==> src/rtl/seg_pkg.sv <==
// rtl/seg_pkg.sv - shared segment constants and scan FSM state type
//
// Purpose: active-low 7-segment patterns ({g,f,e,d,c,b,a}) for digits 0-9,
//          the blank pattern, and the scan-decoder FSM state enumeration.
// Ports:   none (package).
package seg_pkg;

  localparam logic [6:0] SEG_0     = 7'b1000000;
  localparam logic [6:0] SEG_1     = 7'b1111001;
  localparam logic [6:0] SEG_2     = 7'b0100100;
  localparam logic [6:0] SEG_3     = 7'b0110000;
  localparam logic [6:0] SEG_4     = 7'b0011001;
  localparam logic [6:0] SEG_5     = 7'b0010010;
  localparam logic [6:0] SEG_6     = 7'b0000010;
  localparam logic [6:0] SEG_7     = 7'b1111000;
  localparam logic [6:0] SEG_8     = 7'b0000000;
  localparam logic [6:0] SEG_9     = 7'b0010000;
  localparam logic [6:0] SEG_BLANK = 7'h7F;

  typedef enum logic [1:0] {
    S_IDLE   = 2'd0,
    S_SETTLE = 2'd1,
    S_HELD   = 2'd2
  } scan_state_t;

endpackage

==> src/rtl/seg7_to_bcd.sv <==
// rtl/seg7_to_bcd.sv - combinational active-low 7-segment pattern to BCD decoder
//
// Purpose: maps one active-low segment pattern to its BCD digit. Patterns
//          that are not one of the ten digits (blank included) give 4'hF
//          with o_valid low.
// Ports:   i_seg    [6:0] segment pattern {g,f,e,d,c,b,a}, active-low
//          o_valid        1 when i_seg is a legal digit 0-9
//          o_nibble [3:0] decoded digit, 4'hF when invalid
module seg7_to_bcd
  import seg_pkg::*;
(
  input  logic [6:0] i_seg,
  output logic       o_valid,
  output logic [3:0] o_nibble
);

  always_comb begin
    o_valid  = 1'b1;
    o_nibble = 4'hF;
    case (i_seg)
      SEG_0:   o_nibble = 4'd0;
      SEG_1:   o_nibble = 4'd1;
      SEG_2:   o_nibble = 4'd2;
      SEG_3:   o_nibble = 4'd3;
      SEG_4:   o_nibble = 4'd4;
      SEG_5:   o_nibble = 4'd5;
      SEG_6:   o_nibble = 4'd6;
      SEG_7:   o_nibble = 4'd7;
      SEG_8:   o_nibble = 4'd8;
      SEG_9:   o_nibble = 4'd9;
      default: begin
        o_valid  = 1'b0;
        o_nibble = 4'hF;
      end
    endcase
  end

endmodule

==> src/rtl/seg_scan_decoder.sv <==
// rtl/seg_scan_decoder.sv - reconstructs four BCD digits from multiplexed 7-seg scan lines
//
// Purpose: samples seg/sel, waits for each digit to be stable for STABLE_CNT
//          samples, collects four digits into a frame and publishes it.
// Ports:   sys_clk           system clock
//          sys_rst_p         synchronous active-high reset
//          seg         [6:0] segment lines, active-low {g,f,e,d,c,b,a}
//          sel         [3:0] digit selects, active-low, sel[0] = least significant
//          data       [15:0] last complete frame {d3,d2,d1,d0}
//          frame_valid       one-cycle pulse when data updates
//          changed           pulse with frame_valid when data differs from previous frame
//          pat_err           pulse with frame_valid when any digit of the frame was invalid
//          sel_err           sticky, set when more than one sel line is low
//          stale             high while no digit has been accepted for TIMEOUT cycles
module seg_scan_decoder
  import seg_pkg::*;
#(
  parameter int STABLE_CNT = 16,
  parameter int TIMEOUT    = 1_000_000
) (
  input  logic        sys_clk,
  input  logic        sys_rst_p,
  input  logic [6:0]  seg,
  input  logic [3:0]  sel,
  output logic [15:0] data,
  output logic        frame_valid,
  output logic        changed,
  output logic        pat_err,
  output logic        sel_err,
  output logic        stale
);

  localparam int CNT_W = $clog2(STABLE_CNT + 1);
  localparam int TO_W  = $clog2(TIMEOUT + 1);

  localparam logic [CNT_W-1:0] CNT_ONE  = CNT_W'(1);
  localparam logic [CNT_W-1:0] CNT_LAST = CNT_W'(STABLE_CNT - 1);
  localparam logic [TO_W-1:0]  TO_MAX   = TO_W'(TIMEOUT);
  localparam logic [TO_W-1:0]  TO_LAST  = TO_W'(TIMEOUT - 1);

  // Input sample registers and the previous sample for stability compare
  logic [6:0]        r_seg_q;
  logic [3:0]        r_sel_q;
  logic [10:0]       r_prev;

  scan_state_t       r_state;
  logic [CNT_W-1:0]  r_cnt;
  logic [TO_W-1:0]   r_to_cnt;

  logic [15:0]       r_shadow;
  logic [3:0]        r_mask;
  logic [3:0]        r_inv;

  logic [15:0]       r_data;
  logic              r_frame_valid;
  logic              r_changed;
  logic              r_pat_err;
  logic              r_sel_err;
  logic              r_stale;

  logic [3:0]        w_low;
  logic              w_multi;
  logic              w_onehot;
  logic              w_same;
  logic [1:0]        w_idx;
  logic              w_accept;
  logic              w_valid;
  logic [3:0]        w_nibble;

  seg7_to_bcd u_dec (
    .i_seg    (r_seg_q),
    .o_valid  (w_valid),
    .o_nibble (w_nibble)
  );

  // sel is active-low; x & (x-1) clears the lowest set bit, so a nonzero
  // remainder means two or more selects are asserted.
  assign w_low    = ~r_sel_q;
  assign w_multi  = (w_low & (w_low - 4'd1)) != 4'd0;
  assign w_onehot = (w_low != 4'd0) && !w_multi;
  assign w_same   = ({r_sel_q, r_seg_q} == r_prev);

  always_comb begin
    w_idx = 2'd0;
    case (w_low)
      4'b0010: w_idx = 2'd1;
      4'b0100: w_idx = 2'd2;
      4'b1000: w_idx = 2'd3;
      default: w_idx = 2'd0;
    endcase
  end

  // The sample that brings the run length to STABLE_CNT accepts the digit
  assign w_accept = w_onehot && (r_state == S_SETTLE) && w_same && (r_cnt == CNT_LAST);

  // Input registers, scan FSM and sticky select error
  always_ff @(posedge sys_clk) begin
    if (sys_rst_p) begin
      r_seg_q   <= SEG_BLANK;
      r_sel_q   <= 4'hF;
      r_prev    <= '1;
      r_state   <= S_IDLE;
      r_cnt     <= '0;
      r_sel_err <= 1'b0;
    end else begin
      r_seg_q <= seg;
      r_sel_q <= sel;
      r_prev  <= {r_sel_q, r_seg_q};

      if (w_multi) begin
        r_sel_err <= 1'b1;
      end

      if (!w_onehot) begin
        r_state <= S_IDLE;
        r_cnt   <= '0;
      end else begin
        case (r_state)
          S_IDLE: begin
            // First one-hot sample of a dwell counts as one
            r_state <= S_SETTLE;
            r_cnt   <= CNT_ONE;
          end
          S_SETTLE: begin
            if (!w_same) begin
              r_cnt <= CNT_ONE;
            end else begin
              r_cnt <= r_cnt + CNT_ONE;
              if (w_accept) begin
                r_state <= S_HELD;
              end
            end
          end
          S_HELD: begin
            if (!w_same) begin
              r_state <= S_SETTLE;
              r_cnt   <= CNT_ONE;
            end
          end
          default: begin
            r_state <= S_IDLE;
            r_cnt   <= '0;
          end
        endcase
      end
    end
  end

  // Shadow frame assembly and frame publication
  always_ff @(posedge sys_clk) begin
    if (sys_rst_p) begin
      r_shadow      <= '0;
      r_mask        <= '0;
      r_inv         <= '0;
      r_data        <= '0;
      r_frame_valid <= 1'b0;
      r_changed     <= 1'b0;
      r_pat_err     <= 1'b0;
    end else begin
      if (r_mask == 4'hF) begin
        r_data        <= r_shadow;
        r_frame_valid <= 1'b1;
        r_changed     <= (r_shadow != r_data);
        r_pat_err     <= |r_inv;
        r_mask        <= '0;
        r_inv         <= '0;
      end else begin
        r_frame_valid <= 1'b0;
        r_changed     <= 1'b0;
        r_pat_err     <= 1'b0;
      end

      // Placed after the frame clear so an accept in the same cycle survives
      if (w_accept) begin
        r_shadow[{w_idx, 2'b00} +: 4] <= w_nibble;
        r_mask[w_idx]                 <= 1'b1;
        r_inv[w_idx]                  <= ~w_valid;
      end
    end
  end

  // Timeout counter; stale is registered from the counter's next value so it
  // tracks counter == TIMEOUT exactly.
  always_ff @(posedge sys_clk) begin
    if (sys_rst_p) begin
      r_to_cnt <= '0;
      r_stale  <= 1'b0;
    end else begin
      if (w_accept) begin
        r_to_cnt <= '0;
        r_stale  <= 1'b0;
      end else begin
        if (r_to_cnt != TO_MAX) begin
          r_to_cnt <= r_to_cnt + TO_W'(1);
        end
        r_stale <= (r_to_cnt >= TO_LAST);
      end
    end
  end

  assign data        = r_data;
  assign frame_valid = r_frame_valid;
  assign changed     = r_changed;
  assign pat_err     = r_pat_err;
  assign sel_err     = r_sel_err;
  assign stale       = r_stale;

endmodule
==> config.mk <==
export PLATFORM = sky130hd
export DESIGN_NAME = seg_scan_decoder
export DESIGN_NICKNAME = d
export VERILOG_FILES = /design/src/rtl/seg_pkg.sv /design/src/rtl/seg7_to_bcd.sv /design/src/rtl/seg_scan_decoder.sv
export SDC_FILE = /design/constraint.sdc
export NUM_CORES = 1
export LEC_CHECK = 0
export CORE_MARGIN = 8
export CORE_UTILIZATION = 40
export DETAILED_ROUTE_END_ITERATION = 8
export SLEW_MARGIN = 40
export SYNTH_ARGS = -nofsm -noshare
export SYNTH_HDL_FRONTEND = slang
export SYNTH_SLANG_ARGS = --single-unit
==> constraint.sdc <==
create_clock -name sys_clk -period 5.9 [get_ports sys_clk]
set_input_delay 1.18 -clock sys_clk [delete_from_list [all_inputs] [get_ports sys_clk]]
set_output_delay 1.18 -clock sys_clk [all_outputs]
set_load 0.05 [all_outputs]
==> results of run 1 <==
[worst paths after layout]
check | end | start | depth (start not counted)
max | data[3] | data[3] | 1
min | r_inv[1] | r_inv[1] | 2
max reg2reg | stale | r_seg_q[4] | 6
min reg2reg | r_inv[1] | r_inv[1] | 2
[cells in the mapped netlist (4+ instances only)]
cell type / n
ha_1: 11
nand2_1: 69
a21oi_1: 34
xnor2_1: 36
and3_1: 8
nand3_1: 19
o21ai_1: 11
nor4_1: 4
dfxtp_1: 94
inv_1: 9
nor2_1: 34
or2_2: 22
clkbuf_1: 10
or4_1: 4
buf_6: 4
xor2_1: 13
mux2i_1: 4
nor3_1: 9
buf_4: 5
o21ai_0: 5
buf_2: 5
nand4_1: 12
[power groups by stage]
stage	combinational (uW)	sequential, uW	clock (uW)
after floorplan	64.7	667	0
after global placement	72.6	674	0
after detailed placement	74.1	674	0
after CTS	74.5	659	408
after global routing	82.4	662	437
final	73.2	659	396
[through the flow]
step | setup slack [ps] | cells
2_1_floorplan | 3820 | 474
3_3_place_gp | 3110 | 618
3_5_place_dp | 3230 | 619
4_1_cts | 3120 | 635
5_1_grt | 3000 | 635
6_report | 3140 | 635
[cells by family (layout without fill, tap and decap cells)]
family	Yosys count	after routing	share of synthesized area, %
AOI/OAI and AO/OA	72	72	10.7
xor gates and xnor gates	49	49	10.1
adders and majority gates	11	11	3.25
buffers and inverters	35	60	4.67
DFF	94	94	44.4
muxes	4	4	0.945
and+or+nand+nor	209	209	25.9
[layer usage]
layer  track usage (%)  part of all wire (%)  vias up
li1                  -                     -     1661
met1              15.4                    50     1511
met2              18.1                    44       45
met3              2.55                   3.7       14
met4              6.17                   2.5        0
met5                 0                     0        -
[worst min-delay path, delay by kind of cell (launching register included)]
kind          cells  cell delay, ps
mux               1              50
flops             1             320
simple gates      1              50
[flip-flops by register name, summed over array words and instances (netlist names), 5 cells and up]
register,count
r_prev,11
r_seg_q,7
r_cnt,5
r_shadow,16
data,16
r_to_cnt,20
[final cells by class]
class,count,share of cell area (%)
repair buffers,34,7.11
clock inverters,5,0.892
inverters,10,0.787
clock buffers,11,2.96
well taps,136,3.57
multi-input cells,345,45.2
flip-flops and latches,94,39.5
==> impl_results.md, run 1 <==
* Outcome: completed
* Critical-path cell list: clkdlybuf4s50_1
* Most common cell after layout, fill and taps aside: dfxtp_1
* DP HPWL at approximately 5.8 mm
* Starting Density at 41.0%
* Area of the core at between 10000 and 15000 sq um
* Max-Cap Viols at 0
* First-pass GRT wire length at 14.1 mm
* Slew Limit Fails at 0
* Register area at around 1900 sq um
* Largest net degree at the start of global routing at 60
* Pwr/cell area at approximately 240 nW/um^2
* Setup Viol. Count Final at 0
* Unrepaired setup endpoints after global routing: false
* Dominant cells by area after synthesis: dfxtp_1 (44%), xnor2_1 (7.4%), nand2_1 (6.1%)
* First DRT Iteration DRCs at 140
* Die Span Y at ~120 microns
* Drc violations at 0
* Multi-input gate area at about 2200 sq um
* Crit. End Element: output pin
* Synth Flop Type: dfxtp_1
* Clock slew at reported path FFs at about 100 ps
* Worst Path Buf+Inv at 1
* P_sw at ~280 uW
* EDFF count, synth at 0
* Largest area contributor in the netlist: dfxtp_1
* Total Power at 1130 uW
* Synth async-reset ratio at 0%
* Logic pwr share at approximately 6.5%
* Critical path class: register to output pin
* Final worst-path cycle share at 46.7%
* CTS root buf: clkbuf_8
* Worst-margin pin slew at 722 ps
* Row cnt at 37
* IO Count at 34
* Min Clock Period, post-route at approximately 2800 ps
* Crit-path leading delay family: buffers and inverters
* Yosys top cell area share at between 40% and 50%
* Leak at approximately 0.0017 uW
* Switching Fraction at about 25%
* Final worst clock skew at approximately 16 ps
* Sequential power share at between 50% and 60%
* Critical-path maximum fanout at 3
* Overall Global Routing Usage at 11.9%
* Number of fill cells at between 1000 and 1500
* Worst EP required at approximately 4700 ps
* Worst hold path type: register to register
* Design area at around 4800 sq um
* Setup TNS at 0 ps
* Resized cells post-CTS at 0
* Synth unique cells at between 50 and 60
* Total CTS buffers at 9
* Port bufs at 33
* Layout Utilization at a little under half
* CP Launch Type: register
* Worst path max stage delay at between 800 and 900 ps
* DR WL/cell at about 13 microns
* Max clock buf depth at 2
* Layout area overhead at 12.6%
* Worst skew pair latency at 360 ps
* Max VDD drop at roughly 0.13 mV
* Placed cell areas at around 4600 sq um
* Syn_area_per_cell at 8.94 sq um
* Yosys Warn Count at 0
* Final hold slack at ~470 ps
* CTS Sinks at 94
* Part of the power in the clock network at about a third
* Total die area at roughly 14000 sq um
* TritonCTS clock tree: yes
* Critical path's slowest cell: clkdlybuf4s50_1
* Sequential fraction of the synthesis area at between 40% and 50%
* Reg2Reg Setup Slack at roughly 3300 ps
* Fin. Hold Viols at 0
* Syn_nets at around 500
* GP Congestion at between 0.7 and 0.8
* Detail Route Antenna Nets at 0
* Int Pwr at ~850 uW
* Most frequent cells in the layout: dfxtp_1 (94), nand2_1 (69), xnor2_1 (36)
* H-tree depth at 3
* Vias in the first global route at between 3000 and 4000
* CTS Hold Bufs at 0
* Layout cells sized above 1 at about a tenth
* Yosys reg bits at 94
* Initial antenna violation count at 0
* # diodes at 0
* Nets at between 500 and 600
* WL final at 8.11 mm
* Die span in x at ~120 microns
* Via count at around 3200
* Max-slew headroom at roughly half
* DRT Pass-1 Iters at 4
* Remaining global-route overflow at 0
* CP arrival at 1580 ps
* Post-Syn Area at roughly 4200 sq um
* FMAX at around 0.36 GHz
* Cells after Synth at roughly 470
* Post-CTS Setup Bufs at 0
* Vias/cell at a little over 5
(Power assumes the default switching activity.)
==> run 2, diff against run 1 <==
==> constraint.sdc (replaced) <==
create_clock -name sys_clk -period 2.6 [get_ports sys_clk]
set_input_delay 0.52 -clock sys_clk [delete_from_list [all_inputs] [get_ports sys_clk]]
set_output_delay 0.52 -clock sys_clk [all_outputs]
set_load 0.05 [all_outputs]
==> run 2 against run 1 <==
Clock-buffer cell count is the same. Register-to-register slack lost 3000 ps. Flip-flop and latch count is the same. Critical endpoint is now r_shadow[10]. Largest power group unchanged.
==> impl_results.md, run 2 (synthesis gave the netlist of run 1 again) <==
* Outcome: completed
* Slew Limit Fails at 0
* TritonCTS clock tree: yes
* Die span in x at 119 microns
* Crit-path leading delay family: simple AND/OR/NAND/NOR gates
* Resized cells post-CTS at 0
* Largest net degree at the start of global routing at 32
* Critical-path maximum fanout at 7
* First DRT Iteration DRCs at around 200
* Vias in the first global route at a little over 3000
* Unrepaired setup endpoints after global routing: false
* CP Depth at 7
* Initial antenna violation count at 0
* # diodes at 0
* Detail Route Antenna Nets at 0
* Total CTS buffers at 9
* Via count at approximately 3200
* Critical path's slowest cell: dfxtp_1
* Worst Hold Launch: r_inv[1]
* CTS Sinks at 94
* Total die area at 14100 sq um
* Reg with most FFs: r_to_cnt
* Leak at between 0.0015 and 0.002 uW
* Total Power at about 2600 uW
* Area of the core at approximately 10000 sq um
* Max-Cap Viols at 0
* Most Frequent Cell on Critical Path: nand3_1
* Layout cells sized above 1 at roughly 11%
* Final worst setup slack at 289 ps
* Layout area overhead at 13.5%
* Reg2Reg Depth at 7
* Max VDD drop at between 0.2 and 0.25 mV
* Remaining global-route overflow at 0
* Nets at roughly 520
* Most common cell after layout, fill and taps aside: dfxtp_1
* Setup Viol. Count Final at 0
* Worst path max stage delay at 470 ps
* CTS root buf: clkbuf_8
* Reg2Reg Launch Point: r_sel_q[3]
* Min Clock Period, post-route at 2310 ps
* Clock slew at reported path FFs at approximately 90 ps
* Fin. Hold Viols at 0
* Vias/cell at around 5.0
* Row cnt at 37
* Crit. End Element: register
* WL final at around 8.3 mm
* Number of fill cells at approximately 1000
* Post-CTS Setup Bufs at 0
* Die Span Y at around 120 microns
* H-tree depth at 3
* Hold Path Cell Cnt at 2
* Worst skew pair latency at 360 ps
* Reg2Reg Setup Slack at 290 ps
* Overall Global Routing Usage at 12.4%
* CP arrival at 2590 ps
* Setup TNS at 0 ps
* CTS Hold Bufs at 0
* Pwr/cell area at between 500 and 600 nW/um^2
* IO Count at 34
* Starting Density at about 40%
* Worst EP required at 2880 ps
* Crit path from: r_sel_q[3]
* Max-slew headroom at 54.8%
* DP HPWL at 6.00 mm
* Post-place setup slack at between 300 and 400 ps
* Largest register FFs at 20
* CP Launch Type: register
* Drc violations at 0
* Critical-path cell list: xor2_1 > nand3_1 > ha_1 > nor4b_1 > buf_4 > nand3_1 > o31ai_1
* Port bufs at 33
* Most frequent cells in the layout: dfxtp_1 (94), nand2_1 (69), xnor2_1 (36)
* Critical path class: register to register
* Worst hold path type: register to register
* FMAX at 0.433 GHz
* First-pass GRT wire length at around 15 mm
* DR WL/cell at 12.9 microns
* Worst Path Buf+Inv at 1
* DRT Pass-1 Iters at 4
* Max clock buf depth at 2
* GP Congestion at roughly 0.79
* Final worst-path cycle share at just under 90%
* Worst-margin pin slew at between 600 and 700 ps
* Final worst clock skew at 8.65 ps
## run 2: final cells by class
cell class / instances / area, sq um / share of cell area [%]
multi-input cells: 345 / 2160 / 44.9
clock buffers: 11 / 141 / 2.94
clock inverters: 5 / 57.6 / 1.20
well taps: 136 / 170 / 3.54
inverters: 10 / 37.5 / 0.781
repair buffers: 38 / 363 / 7.55
flip-flops and latches: 94 / 1880 / 39.1
## run 2: power breakdown
group | switching, uW | total [uW] | internal, uW
registers | 33.3 | 1500 | 1460
logic | 93.5 | 169 | 76.0
clock network | 498 | 971 | 473
## run 2: metrics by stage
stage	hold WS [ps]	utilization [%]	cells	cell area (sq um)
3_3_place_gp	447	44.6	623	4610
5_1_grt	495	46.6	639	4810
6_report	467	46.6	639	4810
3_5_place_dp	455	44.6	623	4610
2_1_floorplan	438	-	474	4240
4_1_cts	473	46.6	639	4810
## run 2: worst paths after layout
path | endpoint
max reg2reg | r_shadow[10]
max | r_shadow[10]
min reg2reg | r_inv[1]
min | r_inv[1]
## run 2: worst reg2reg max path: cells and delay by family, from the launching register on
kind | cells | cell delay [ps]
AND/OR/NAND/NOR | 3 | 670
flip-flops | 1 | 470
adder cells (fa/ha/maj) | 1 | 450
XOR/XNOR | 1 | 230
AO/OA/AOI/OAI | 1 | 230
buffers and inverters | 1 | 180
## run 2: routing by layer
metal	routed length [microns]	global-route usage (%)	vias up
li1	-	-	1669
met1	4200	16.0	1459
met2	3550	19.2	62
met3	327	2.41	12
met4	187	6.80	0
met5	0	0	-
==> run 3, diff against run 2 <==
--- a/config.mk
+++ b/config.mk
@@ -8,7 +8,9 @@
 export CORE_MARGIN = 8
 export CORE_UTILIZATION = 40
 export DETAILED_ROUTE_END_ITERATION = 8
+export RECOVER_POWER = 100
 export SLEW_MARGIN = 40
 export SYNTH_ARGS = -nofsm -noshare
 export SYNTH_HDL_FRONTEND = slang
 export SYNTH_SLANG_ARGS = --single-unit
+export TNS_END_PERCENT = 50
==> run 3 against run 2 <==
Clock-buffer cell count unchanged. Flip-flop and latch count unchanged. Register-to-register slack got worse by 40 ps. Total power rose by 0.12%. Utilization is essentially flat. Via count decreased by 0.53%. Clock skew hardly changed. Critical path depth rose by 2. Die area unchanged. First-iteration DRC count down 1.5%. Global-route usage is the same. Critical path type unchanged. Critical endpoint is now stale. Largest cell class unchanged.
==> impl_results.md, run 3 (synthesis gave the netlist of run 1 again) <==
* Outcome: completed
* Port bufs at 33
* H-tree depth at 3
* Critical path's slowest cell: dfxtp_1
* Die Span Y at approximately 120 microns
* Die span in x at around 120 microns
* Max VDD drop at 0.243 mV
* Layout cells sized above 1 at between 10% and 20%
* Detail Route Antenna Nets at 0
* Total die area at around 14000 sq um
* Max-slew headroom at between 20 and 30%
* Clock slew at reported path FFs at roughly 90 ps
* First-pass GRT wire length at between 10 and 15 mm
* DP HPWL at 6.00 mm
* Layout area overhead at 13.4%
* Critical-path maximum fanout at 21
* Initial antenna violation count at 0
* Critical-path cell list: ha_1 > and3_1 > ha_1 > o21ai_0 > a31oi_2 > and2_0 > a21o_1 > clkbuf_4 > nor3_1
* Largest register FFs at 20
* Vias in the first global route at 3078
* Post-CTS Setup Bufs at 0
* Row cnt at 37
* CP arrival at about 2600 ps
* Reg with most FFs: r_to_cnt
* Remaining global-route overflow at 0
* Total CTS buffers at 9
* Worst-margin pin slew at roughly 1100 ps
* Max clock buf depth at 2
* Pwr/cell area at about 550 nW/um^2
* CP Launch Type: register
* Setup TNS at 0 ps
* DR WL/cell at 12.9 microns
* Fin. Hold Viols at 0
* Worst EP required at approximately 2900 ps
* Overall Global Routing Usage at 12.4%
* Number of fill cells at about 1000
* Area of the core at a little over 10000 sq um
* Setup Viol. Count Final at 0
* Worst path max stage delay at 390 ps
* Crit. End Element: register
* Final worst-path cycle share at roughly nine tenths
* CTS Hold Bufs at 0
* Nets at 522
* Final worst setup slack at ~240 ps
* GP Congestion at around 0.79
* WL final at about 8.3 mm
* Critical path class: register to register
* Vias/cell at between 4 and 5
* IO Count at 34
* Total Power at ~2600 uW
* Max-Cap Viols at 0
* Post-place setup slack at approximately 340 ps
* Final worst clock skew at a little under 9 ps
* First DRT Iteration DRCs at a little over 200
* Worst hold path type: register to register
* Via count at roughly 3200
* Slew Limit Fails at 0
* Resized cells post-CTS at 0
* DRT Pass-1 Iters at 4
* # diodes at 0
* Largest net degree at the start of global routing at 32
* TritonCTS clock tree: yes
* Final hold slack at ~470 ps
* Most Frequent Cell on Critical Path: ha_1
* CTS root buf: clkbuf_8
* Worst skew pair latency at 370 ps
* Unrepaired setup endpoints after global routing: false
* Starting Density at between 40% and 50%
* Drc violations at 0
* Most common cell after layout, fill and taps aside: dfxtp_1
* Leak at between 0.0015 and 0.002 uW
* CTS Sinks at 94
* Min Clock Period, post-route at roughly 2400 ps
* Most frequent cells in the layout: dfxtp_1 (94), nand2_1 (69), xnor2_1 (36)
* FMAX at ~0.42 GHz
[run 3: cell count changes in the layout (fill, tap and decap cells not counted), sizes merged]
cell           before  now
buf                 6    3
dlygate4sd3         0   21
clkdlybuf4s50      32   11
clkbuf             11   14
[run 3: worst max-delay path: cells and delay by family, from the launching register on]
kind	cells	cell delay [ps]
simple gates	3	630
compound gates	3	620
flops	1	390
fa+ha+maj	2	330
buf+inv	1	270
[run 3: layout make-up]
type	instances	area [sq um]	area share (%)
Sequential cell	94	1880	39.2
Tap cell	136	170	3.54
Clock buffer	11	141	2.94
Multi-Input combinational cell	345	2160	44.9
Inverter	10	37.5	0.781
Clock inverter	5	57.6	1.20
Timing Repair Buffer	38	359	7.47
[run 3: through the flow]
step	cell area [sq um]	utilization [%]	cells
after floorplan	4240	-	474
after global placement	4610	44.6	623
after detailed placement	4610	44.6	623
after CTS	4810	46.6	639
after global routing	4800	46.5	639
final	4800	46.5	639
[run 3: power by group]
group          switching [uW]  leakage [uW]  internal, uW
sequential               32.9      0.000764          1460
combinational            92.8      0.000900          74.9
clock                     503      0.000104           473
[run 3: path summary, 6_finish.rpt]
check | end | slack (ps) | start | cells after the start
max | stale | 240 | r_cnt[0] | 9
min | r_inv[1] | 470 | r_inv[1] | 2
min reg2reg | r_inv[1] | 470 | r_inv[1] | 2
max reg2reg | stale | 240 | r_cnt[0] | 9
[run 3: per-layer routing]
layer | vias to the layer above | part of all wire (%) | GRT usage [%] | wire (microns)
met5 | - | 0 | 0 | 0
met4 | 0 | 2.3 | 6.80 | 187
met3 | 12 | 4.6 | 2.41 | 377
met2 | 66 | 43 | 19.2 | 3570
met1 | 1441 | 50 | 16.0 | 4140
li1 | 1666 | - | - | -
